<file path="config.mk">
export PLATFORM = sky130hd
export DESIGN_NAME = algo_1rw_port_arb
export DESIGN_NICKNAME = d
export VERILOG_FILES = /design/src/rtl/algo_1rw_port_arb_pkg.sv /design/src/rtl/algo_1rw_tag_pipe.sv /design/src/rtl/algo_1rw_port_arb.sv
export SDC_FILE = /design/constraint.sdc
export NUM_CORES = 1
export LEC_CHECK = 0
export BUFFER_PORTS_ARGS = -buffer_cell sky130_fd_sc_hd__clkbuf_2
export CAP_MARGIN = 25
export CORE_UTILIZATION = 42
export DETAILED_ROUTE_END_ITERATION = 6
export PLACE_DENSITY = 0.79
export SLEW_MARGIN = 30
export SYNTH_ARGS = -nofsm -noshare
export SYNTH_HDL_FRONTEND = slang
export SYNTH_SLANG_ARGS = --single-unit
</file>
<file path="constraint.sdc">
create_clock -name clk -period 1.99 [get_ports clk]
set_input_delay 0 -clock clk [delete_from_list [all_inputs] [get_ports clk]]
set_output_delay 0 -clock clk [all_outputs]
set_load 0.005 [all_outputs]
</file>
<file path="src/rtl/algo_1rw_port_arb_pkg.sv">
// Shared types for the 1RW port arbiter: requester ids and read-tag records.
package algo_1rw_port_arb_pkg;

  typedef enum logic {
    ReqA = 1'b0,
    ReqB = 1'b1
  } req_id_e;

  typedef struct packed {
    logic    valid;
    req_id_e id;
  } tag_t;

  localparam tag_t TagIdle = '{valid: 1'b0, id: ReqA};

endpackage

</file>
<file path="src/rtl/algo_1rw_tag_pipe.sv">
// Fixed-depth shift register of read tags; output lines up with the core read return.
module algo_1rw_tag_pipe
  import algo_1rw_port_arb_pkg::*;
#(
  parameter int unsigned RD_DELAY = 2
) (
  input  logic clk,
  input  logic rst,
  input  tag_t tag_in,
  output tag_t tag_out
);

  tag_t stage_q [RD_DELAY];

  always_ff @(posedge clk or negedge rst) begin
    if (!rst) begin
      for (int i = 0; i < int'(RD_DELAY); i++) begin
        stage_q[i] <= TagIdle;
      end
    end else begin
      stage_q[0] <= tag_in;
      for (int i = 1; i < int'(RD_DELAY); i++) begin
        stage_q[i] <= stage_q[i-1];
      end
    end
  end

  assign tag_out = stage_q[RD_DELAY-1];

endmodule

</file>
<file path="src/rtl/algo_1rw_port_arb.sv">
// Two-requester round-robin arbiter onto a single 1RW core port, with refresh slots
// and tagged routing of read returns.
module algo_1rw_port_arb
  import algo_1rw_port_arb_pkg::*;
#(
  parameter int unsigned WIDTH    = 32,
  parameter int unsigned BITADDR  = 13,
  parameter int unsigned RD_DELAY = 2,
  parameter int unsigned REFRESH  = 1,
  parameter int unsigned REFFREQ  = 6
) (
  input  logic               clk,
  input  logic               rst,
  input  logic               ready,
  input  logic               a_req,
  input  logic               a_write,
  input  logic [BITADDR-1:0] a_addr,
  input  logic [WIDTH-1:0]   a_din,
  input  logic               b_req,
  input  logic               b_write,
  input  logic [BITADDR-1:0] b_addr,
  input  logic [WIDTH-1:0]   b_din,
  output logic               a_gnt,
  output logic               b_gnt,
  output logic               rw_read,
  output logic               rw_write,
  output logic [BITADDR-1:0] rw_addr,
  output logic [WIDTH-1:0]   rw_din,
  output logic               refr,
  input  logic               rw_vld,
  input  logic [WIDTH-1:0]   rw_dout,
  output logic               a_vld,
  output logic               b_vld,
  output logic [WIDTH-1:0]   a_dout,
  output logic [WIDTH-1:0]   b_dout,
  output logic               rsp_err
);

  localparam int unsigned    CntW    = $clog2(REFFREQ);
  localparam logic [CntW-1:0] CntLast = CntW'(REFFREQ - 1);

  logic [CntW-1:0]  ref_cnt_q, ref_cnt_d;
  logic             hold;
  logic             prio_b_q, prio_b_d;
  req_id_e          rw_id_q;
  logic [WIDTH-1:0] a_dout_q, b_dout_q;
  tag_t             tag_in, tag_out;
  logic             ret_ok;

  // Refresh slot: the last count of each period blocks grants.
  always_comb begin
    hold      = (REFRESH != 0) && ready && (ref_cnt_q == CntLast);
    ref_cnt_d = '0;
    if ((REFRESH != 0) && ready) begin
      ref_cnt_d = (ref_cnt_q == CntLast) ? '0 : ref_cnt_q + 1'b1;
    end
  end

  // prio_b_q set means A was granted most recently, so B wins a tie.
  always_comb begin
    a_gnt    = 1'b0;
    b_gnt    = 1'b0;
    prio_b_d = prio_b_q;
    if (ready && !hold) begin
      if (a_req && b_req) begin
        a_gnt = !prio_b_q;
        b_gnt = prio_b_q;
      end else begin
        a_gnt = a_req;
        b_gnt = b_req;
      end
    end
    if (a_gnt) begin
      prio_b_d = 1'b1;
    end else if (b_gnt) begin
      prio_b_d = 1'b0;
    end
  end

  always_ff @(posedge clk or negedge rst) begin
    if (!rst) begin
      ref_cnt_q <= '0;
      prio_b_q  <= 1'b0;
      rw_read   <= 1'b0;
      rw_write  <= 1'b0;
      rw_addr   <= '0;
      rw_din    <= '0;
      rw_id_q   <= ReqA;
      refr      <= 1'b0;
    end else begin
      ref_cnt_q <= ref_cnt_d;
      prio_b_q  <= prio_b_d;
      rw_read   <= (a_gnt && !a_write) || (b_gnt && !b_write);
      rw_write  <= (a_gnt && a_write) || (b_gnt && b_write);
      rw_id_q   <= b_gnt ? ReqB : ReqA;
      refr      <= hold;
      if (a_gnt) begin
        rw_addr <= a_addr;
        rw_din  <= a_din;
      end else if (b_gnt) begin
        rw_addr <= b_addr;
        rw_din  <= b_din;
      end
    end
  end

  assign tag_in = '{valid: rw_read, id: rw_id_q};

  algo_1rw_tag_pipe #(
    .RD_DELAY(RD_DELAY)
  ) u_tag_pipe (
    .clk    (clk),
    .rst    (rst),
    .tag_in (tag_in),
    .tag_out(tag_out)
  );

  // Returns that disagree with the tag pipe are flagged and dropped.
  assign ret_ok = tag_out.valid && rw_vld;
  assign a_vld  = ret_ok && (tag_out.id == ReqA);
  assign b_vld  = ret_ok && (tag_out.id == ReqB);
  assign a_dout = a_vld ? rw_dout : a_dout_q;
  assign b_dout = b_vld ? rw_dout : b_dout_q;

  always_ff @(posedge clk or negedge rst) begin
    if (!rst) begin
      a_dout_q <= '0;
      b_dout_q <= '0;
      rsp_err  <= 1'b0;
    end else begin
      a_dout_q <= a_dout;
      b_dout_q <= b_dout;
      rsp_err  <= rsp_err || (rw_vld != tag_out.valid);
    end
  end

endmodule

</file>
Word-level counts from Yosys, hierarchy flattened
Index checks and enable logic that the tools add are counted.
- bits in registers: 122
- bits of input ports: 130
- multiplexer cells: 15
- reductions and logical operators: 18
- equality and inequality tests: 2
- bitwise gates (word level): 1
- add/subtract/negate cells: 1
- operator list (operator ; number):
    $mux 32 ; 4
    $mux 13 ; 2
    $logic_and 1x1->1 ; 10
    $mux 1 ; 7
    $mux 3 ; 2
    $logic_not 1->1 ; 4
    $add 3x1->3 const B ; 1
    $eq 3x3->1 const B ; 1
    $logic_or 1x1->1 ; 3
    $reduce_bool 2->1 ; 1
    $ne 1x1->1 ; 1
    $not 1->1 ; 1

Depth between registers and ports, before layout
Gate-level depths: netlist (run 1).
- word-level depth: 7
- depth in mapped cells: 5

By module
Synthesis (run 1) repeated with hierarchy kept, for this count alone.
- cells, all modules: 341
- area total of the unflattened synthesis: 5295.1 µm²
- by module, submodules not included (module ; area an instance (µm²) ; instances ; cells an instance):
    algo_1rw_port_arb ; 5180.0 ; 1 ; 335
    algo_1rw_tag_pipe ; 115.1 ; 1 ; 6

Worst setup path before layout (run 1)
Ideal clock, no wire load.
- path kind: register to register
- start: register u_tag_pipe.stage_q (netlist bit u_tag_pipe.tag_out[1])
- end: register a_dout_q[10]
- data required time: 1.851 ns
- path buffers: 2
- arrival: 1.295 ns
- library setup time: 0.139 ns
- stages on the path, launching flop included: 6
- setup slack: 0.556 ns
- cells stage by stage: dfrtp_1 -> ha_1 -> nand2b_1 -> buf_2 -> buf_2 -> mux2_1
- longest elaborated chain between the ends: 3
- ends and longest elaborated chain (element ; RTL line ; source):
    start: declaration ; algo_1rw_tag_pipe.sv:13 ; tag_t stage_q [RD_DELAY];
    start signal: indexed assignment ; algo_1rw_tag_pipe.sv:18 ; stage_q[i] <= TagIdle;
    start signal: indexed assignment ; algo_1rw_tag_pipe.sv:23 ; stage_q[i] <= stage_q[i-1];
    $logic_and 1x1->1 ; algo_1rw_port_arb.sv:119 ; assign ret_ok = tag_out.valid && rw_vld;
    $logic_and 1x1->1 ; algo_1rw_port_arb.sv:120 ; assign a_vld = ret_ok && (tag_out.id == ReqA);
    $mux 32 ; algo_1rw_port_arb.sv:122 ; assign a_dout = a_vld ? rw_dout : a_dout_q;
    net a_dout[10] ; algo_1rw_port_arb.sv:34 ; output logic [WIDTH-1:0] a_dout,
    end signal: assignment ; algo_1rw_port_arb.sv:131 ; a_dout_q <= a_dout;
    end: declaration ; algo_1rw_port_arb.sv:46 ; logic [WIDTH-1:0] a_dout_q, b_dout_q;
The timed path passes the listed nets, and every way through them passes these cells.
A chain may end at the register's enable or synchronous reset.

Final worst setup path (run 1)
- start: register u_tag_pipe.stage_q (netlist bit u_tag_pipe.tag_out[1])
- end: output port b_dout[20]
- longest elaborated chain between the ends: 3
- ends and longest elaborated chain (element ; RTL line ; source):
    $logic_and 1x1->1 ; algo_1rw_port_arb.sv:119 ;
    $logic_and 1x1->1 ; algo_1rw_port_arb.sv:121 ; assign b_vld = ret_ok && (tag_out.id == ReqB);
    $mux 32 ; algo_1rw_port_arb.sv:123 ; assign b_dout = b_vld ? rw_dout : b_dout_q;
    end: declaration ; algo_1rw_port_arb.sv:35 ; output logic [WIDTH-1:0] b_dout,
Every way passes these cells.

==> run metrics, run 1 <==
status=complete, no violations; grt total ovfl=0; routed via count=4671; R2R setup slack=0.39 ns; CTS Root Cell=clkbuf_16; Req. time, crit path=1.99 ns; Power Total=8.60 mW; first-pass GRT wire length=25800 um; Final Skew=0.0109 ns; Port Buffers=246; core box area=12100 um2; post-CTS setup buffer count=0; Clock Latency Late Sink=0.41 ns; placed cell area=6520 um2; R2R Path End=rw_din[14]; ant diodes=0; synthesized area=5200 um2; syn nets=470; CTS tree=yes; Hold Path Class=primary input to async pin; die area=12800 um2; Critical Path Start=u_tag_pipe.tag_out[1]; Worst-Margin Slew=0.901 ns; vias in the first global route=5128; Routed WL=16600 um; CP Class=flop to primary output; Total GRT Usage=26.6%; crit path to=b_dout[20]; Fmax achieved=547 MHz; final hold violations=0; vias per cell=5.25; Pwr Density=1020 nW/um2; final-report setup violation count=0; antenna violations before repair=0; Die Wd=113 um; CP Max Fanout=33; total CTS buffers=17; crit path time final=1.83 ns; crit end category=primary output; max_slew headroom=39.8%; launch point of the worst reg-to-reg path=prio_b_q; Max IR drop VDD=0.000522 V; depth of the CTS H-tree=4; nature of the critical path startpoint=flop; Die Span Y=113 um; max cap viols=0; nets=839; setup TNS=0 ns; detailed placer's ending HPWL=9260 um; final slew viol count=0; Critical Path AT=1.83 ns; initial core utilization=43.1%; synth warn=0; Pre-antenna DRT Iters=4; FF-to-FF path depth=3; Area growth syn-to-layout=62.5%; gpl congestion=0.750; largest net degree at the start of global routing=82; post-synthesis register bit count=122; LEAKAGE=4.04 nW; Final ANT Viol Nets=0; Synth cell types=28; Post-Syn Area per Cell=15.3 um2; period utilization=91.9%; ratio of cells with drive above 1 in the final layout=49.5%; DRC=0; Worst-path clk slew=0.05 ns; # rows=40; cell area after layout=8450 um2; register area share after synthesis=58.7%; CTS sink cnt=122; Syn Inst Count=339; io pins=247; Clock Tree Buf Depth=2; unrepaired setup endpoints after global routing=no; WL/cell=18.7 um; Initial DRC Count=245
metal layers:
layer / vias up / part of all wire, % / GRT usage, %
li1: 2058 / - / -
met1: 2289 / 37 / 28.6
met2: 267 / 52 / 46.9
met3: 57 / 7.5 / 8.30
met4: 0 / 3.9 / 14.3
met5: - / 0 / 0
kinds of logic after synthesis:
group | count (synthesis) | share of synthesized area, %
simple gates | 16 | 1.93
buf+inv | 38 | 5.00
xor+xnor | 1 | 0.168
fa+ha+maj | 1 | 0.241
compound gates | 96 | 19.9
flops | 122 | 58.7
mux | 65 | 14.1
metrics by stage:
stage / setup slack [ns] / hold slack [ns] / utilization [%] / cells
after detailed placement: 0.121 / 0.00562 / 54.1 / 728
after floorplan: 0.556 / -0.296 / - / 339
final: 0.162 / 0.137 / 70.1 / 889
after global placement: 0.235 / -0.00149 / 54.1 / 728
after global routing: 0.0778 / 0.142 / 70.1 / 889
after CTS: 0.0570 / 0.00247 / 69.9 / 888
final cells by class:
class,instances,area (um2)
fillers,776,3610
flip-flops and latches,122,3050
repair buffers,382,2640
clock inverters,11,169
inverters,6,22.5
multi-input cells,179,1900
clock buffers,21,460
well taps,168,210
critical path: stages (launching register included):
cell and delay [ns]:
dfrtp_1 0.36, ha_1 0.20, nand2_1 0.11, buf_12 0.22
mux2_2 0.39, clkbuf_2 0.12
Yosys cell counts:
cell type | n | area, um2
clkbuf_1 | 4 | 15.0
xnor2_1 | 1 | 8.76
nor3_1 | 1 | 5.00
a31oi_1 | 2 | 12.5
a2bb2oi_1 | 20 | 175
o211a_1 | 1 | 10.0
nor2_1 | 6 | 22.5
and2_1 | 1 | 6.26
o32a_1 | 1 | 10.0
a2bb2oi_2 | 25 | 375
mux2_1 | 29 | 327
buf_4 | 3 | 22.5
buf_2 | 13 | 65.1
or2_2 | 1 | 6.26
mux2_2 | 36 | 405
o32ai_2 | 5 | 81.3
a21bo_2 | 1 | 10.0
nand3b_4 | 1 | 20.0
ha_1 | 1 | 12.5
nor2b_4 | 1 | 13.8
nand2b_1 | 1 | 6.26
nand2_1 | 3 | 11.3
buf_6 | 12 | 135
inv_2 | 1 | 3.75
o32ai_1 | 41 | 359
dfrtp_1 | 122 | 3050
and2_4 | 1 | 8.76
inv_1 | 5 | 18.8
placed cells by master (no fill, tap or decap), drive strengths merged:
| master | count |
|---|---|
| inv | 6 |
| or2 | 1 |
| ha | 1 |
| and2 | 2 |
| clkinv | 6 |
| nand2 | 3 |
| o32a | 1 |
| a2bb2oi | 45 |
| xnor2 | 1 |
| mux2 | 65 |
| clkinvlp | 1 |
| a21bo | 1 |
| nor2b | 1 |
| buf | 8 |
| nand3b | 1 |
| dlygate4sd3 | 129 |
| o32ai | 46 |
| nor2 | 6 |
| a31oi | 2 |
| clkbuf | 266 |
| bufinv | 4 |
| dfrtp | 122 |
| o211a | 1 |
| nor3 | 1 |
| nand2b | 1 |
report_power, final:
part	internal [mW]	switching (mW)
clock network	2.16	1.09
logic	1.15	0.939
registers	3.02	0.237
total	6.33	2.27
registers in the layout (all words and copies together), names as in the netlist:
| register | count |
|---|---|
| a_dout_q | 32 |
| b_dout_q | 32 |
| rw_din | 32 |
| rw_addr | 13 |
| ref_cnt_q | 3 |
| u_tag_pipe.stage_q | 2 |
| u_tag_pipe.tag_out | 2 |
| prio_b_q | 1 |
| refr | 1 |
| rsp_err | 1 |
| rw_id_q | 1 |
| rw_read | 1 |
| rw_write | 1 |
worst min path at each step:
stage	from	end	slack (ns)
final	rst	b_dout_q[13]	0.14
after global routing	rst	b_dout_q[21]	0.14
after CTS	b_din[28]	rw_din[28]	0.002
after detailed placement	rst	a_dout_q[19]	0.006
after global placement	rst	a_dout_q[15]	-0.001
after floorplan	rst	a_dout_q[0]	-0.30
timing repair:
action                                 CTS  global route
gates resized for setup                  0             0
endpoints found under the hold margin  240             1
hold buffers                           128             1
(Power assumes the default switching activity.)
==> run 2: changes to the inputs <==
Settings changed: GPL_TIMING_DRIVEN set to 0.
Clock period 1.99 ns to 1.9 ns, I/O delays scaled along.
==> run 2 against run 1 <==
Net effect: worst hold slack worse by 0.027 ns; via count grew 3.6%; clock power down 2%; critical path type is now flop to flop; critical endpoint is now rw_din[23]; largest cell class unchanged; largest power group unchanged.
==> run metrics, run 2 (synthesis results as in run 1) <==
status=complete, no violations; R2R Path End=rw_din[23]; PnR worst setup slack=0.0558 ns; CP Max Fanout=10; Initial DRC Count=300; met1 WL=6240 um; Critical Path Start=prio_b_q; Reg power frac=38.3%; total CTS buffers=17; Worst-Margin Slew=0.508 ns; largest net degree at the start of global routing=85; Die Wd=113 um; ratio of cells with drive above 1 in the final layout=52.9%; vias per cell=5.30; nets=866; vias in the first global route=5362; cell area after layout=8660 um2; sw frac=26.3%; top routing layer in use=met4; Max IR drop VDD=0.000553 V; max cap viols=0; launch point of the worst reg-to-reg path=prio_b_q; gpl congestion=0.811; Regs by FF count=a_dout_q x32, b_dout_q x32, rw_din x32; setup TNS=0 ns; Clock Latency Late Sink=0.41 ns; Met3 Wirelength=1300 um; Fmax achieved=542 MHz; FF-to-FF path depth=6; Final ANT Viol Nets=0; placed cell area=6680 um2; commonest non-fill, non-tap cell in the layout=clkbuf_2; Pre-antenna DRT Iters=7; DRC=0; nature of the critical path startpoint=flop; Pwr Density=1030 nW/um2; Worst-path clk slew=0.06 ns; antenna violations before repair=0; depth of the CTS H-tree=4; CP max stage cell=dlygate4sd3_1; final hold violations=0; detailed placer's ending HPWL=10000 um; crit path time final=1.84 ns; unrepaired setup endpoints after global routing=yes; final slew viol count=0; critical-path cell list=nor2b_4 > buf_6 > buf_4 > o32ai_4 > a2bb2oi_2 > dlygate4sd3_1; dpl ws=0.319 ns; initial core utilization=43.1%; max_slew headroom=66.1%; commonest non-fill, non-tap cells in the layout=245 x clkbuf_2, 130 x dlygate4sd3_1, 120 x dfrtp_1, 50 x mux2_2, 41 x o32ai_1; Clock Tree Buf Depth=2; Hold Path Class=primary input to async pin; slowest stage delay, CP=0.56 ns; Req. time, crit path=2.24 ns; Final Skew=0.0104 ns; Critical Path AT=2.19 ns; clock power share=35.6%; core box area=12100 um2; Area growth syn-to-layout=66.5%; Die Span Y=113 um; WHS=0.110 ns; LEAKAGE=4.17 nW; NetSw=2.35 mW; combinational share of power=26.2%; Power Internal=6.58 mW; filler cell count in the final layout=774; # rows=40; final-report setup violation count=0; Total GRT Usage=28.0%; CP Class=flop to flop; io pins=247; die area=12800 um2; grt total ovfl=0; Port Buffers=246; Routed WL=17500 um; first-pass GRT wire length=27200 um; R2R setup slack=0.06 ns; routed via count=4840; period utilization=97.1%; crit path to=rw_din[23]; CTS Root Cell=clkbuf_16; CTS sink cnt=122; Power Total=8.93 mW; WL/cell=19.2 um; crit end category=flop; DR WL met2=9170 um; CTS tree=yes; ant diodes=0
-- run 2: cell count changes in the layout (fill, tap and decap cells not counted), moves of 2 or more --
cell	before	now
mux2_4	0	3
buf_6	0	15
dfrtp_2	0	2
buf_8	0	4
buf_2	0	5
mux2_1	29	12
clkbuf_1	2	6
dfrtp_1	122	120
clkinv_4	3	1
buf_12	5	0
mux2_2	36	50
-- run 2: power groups by stage --
| stage | Clock (mW) | Combinational (mW) | Sequential [mW] |
|---|---|---|---|
| after floorplan | 0 | 1.01 | 3.39 |
| after global placement | 0 | 1.90 | 3.40 |
| after detailed placement | 0 | 1.97 | 3.43 |
| after CTS | 3.25 | 2.22 | 3.40 |
| after global routing | 3.37 | 2.50 | 3.47 |
| final | 3.18 | 2.34 | 3.42 |
-- run 2: repair_timing --
action	in CTS	in global routing
buffers inserted	0	1
resized for setup	8	41
setup endpoints to repair	58	59
gates cloned	0	0
endpoints found under the hold margin	240	0
hold buffers	130	0
-- run 2: worst min-delay path by stage --
stage / from / to / slack [ns] / depth (start not counted)
after CTS: rst / a_dout_q[20] / 0.08 / 2
after detailed placement: rst / a_dout_q[20] / -0.06 / 1
after floorplan: rst / a_dout_q[0] / -0.30 / 0
final: rst / b_dout_q[19] / 0.11 / 2
after global placement: b_req / prio_b_q / 0.24 / 2
after global routing: rst / b_dout_q[21] / 0.12 / 2
-- run 2: area by class of cell --
class                      instances  area, um2  area share, %
buffer                            31        292           3.37
clock buffer                      21        460           5.32
clock inverter                     8        121           1.40
inverter                           6       22.5          0.260
multi-input combinational        179       1920           22.2
sequential                       122       3060           35.3
tap                              168        210           2.43
timing repair buffer             378       2580           29.8
-- run 2: worst max-delay path: cells and delay by family, from the launching register on --
| family | cells | cell delay, ns |
|---|---|---|
| AOI/OAI and AO/OA | 2 | 0.24 |
| buffers and inverters | 3 | 0.94 |
| DFF | 1 | 0.45 |
| and+or+nand+nor | 1 | 0.15 |
-- run 2: metrics by stage --
stage                     util [%]  instances
after detailed placement      55.4        754
after floorplan                  -        339
final                         71.8        913
after global placement        55.1        753
after CTS                     71.2        913
after global routing          71.8        913
-- run 2: layer usage --
metal / GRT usage, % / vias up
li1: - / 2102
met3: 7.50 / 61
met2: 50.1 / 296
met4: 18.2 / 0
met1: 28.8 / 2381
met5: 0 / -
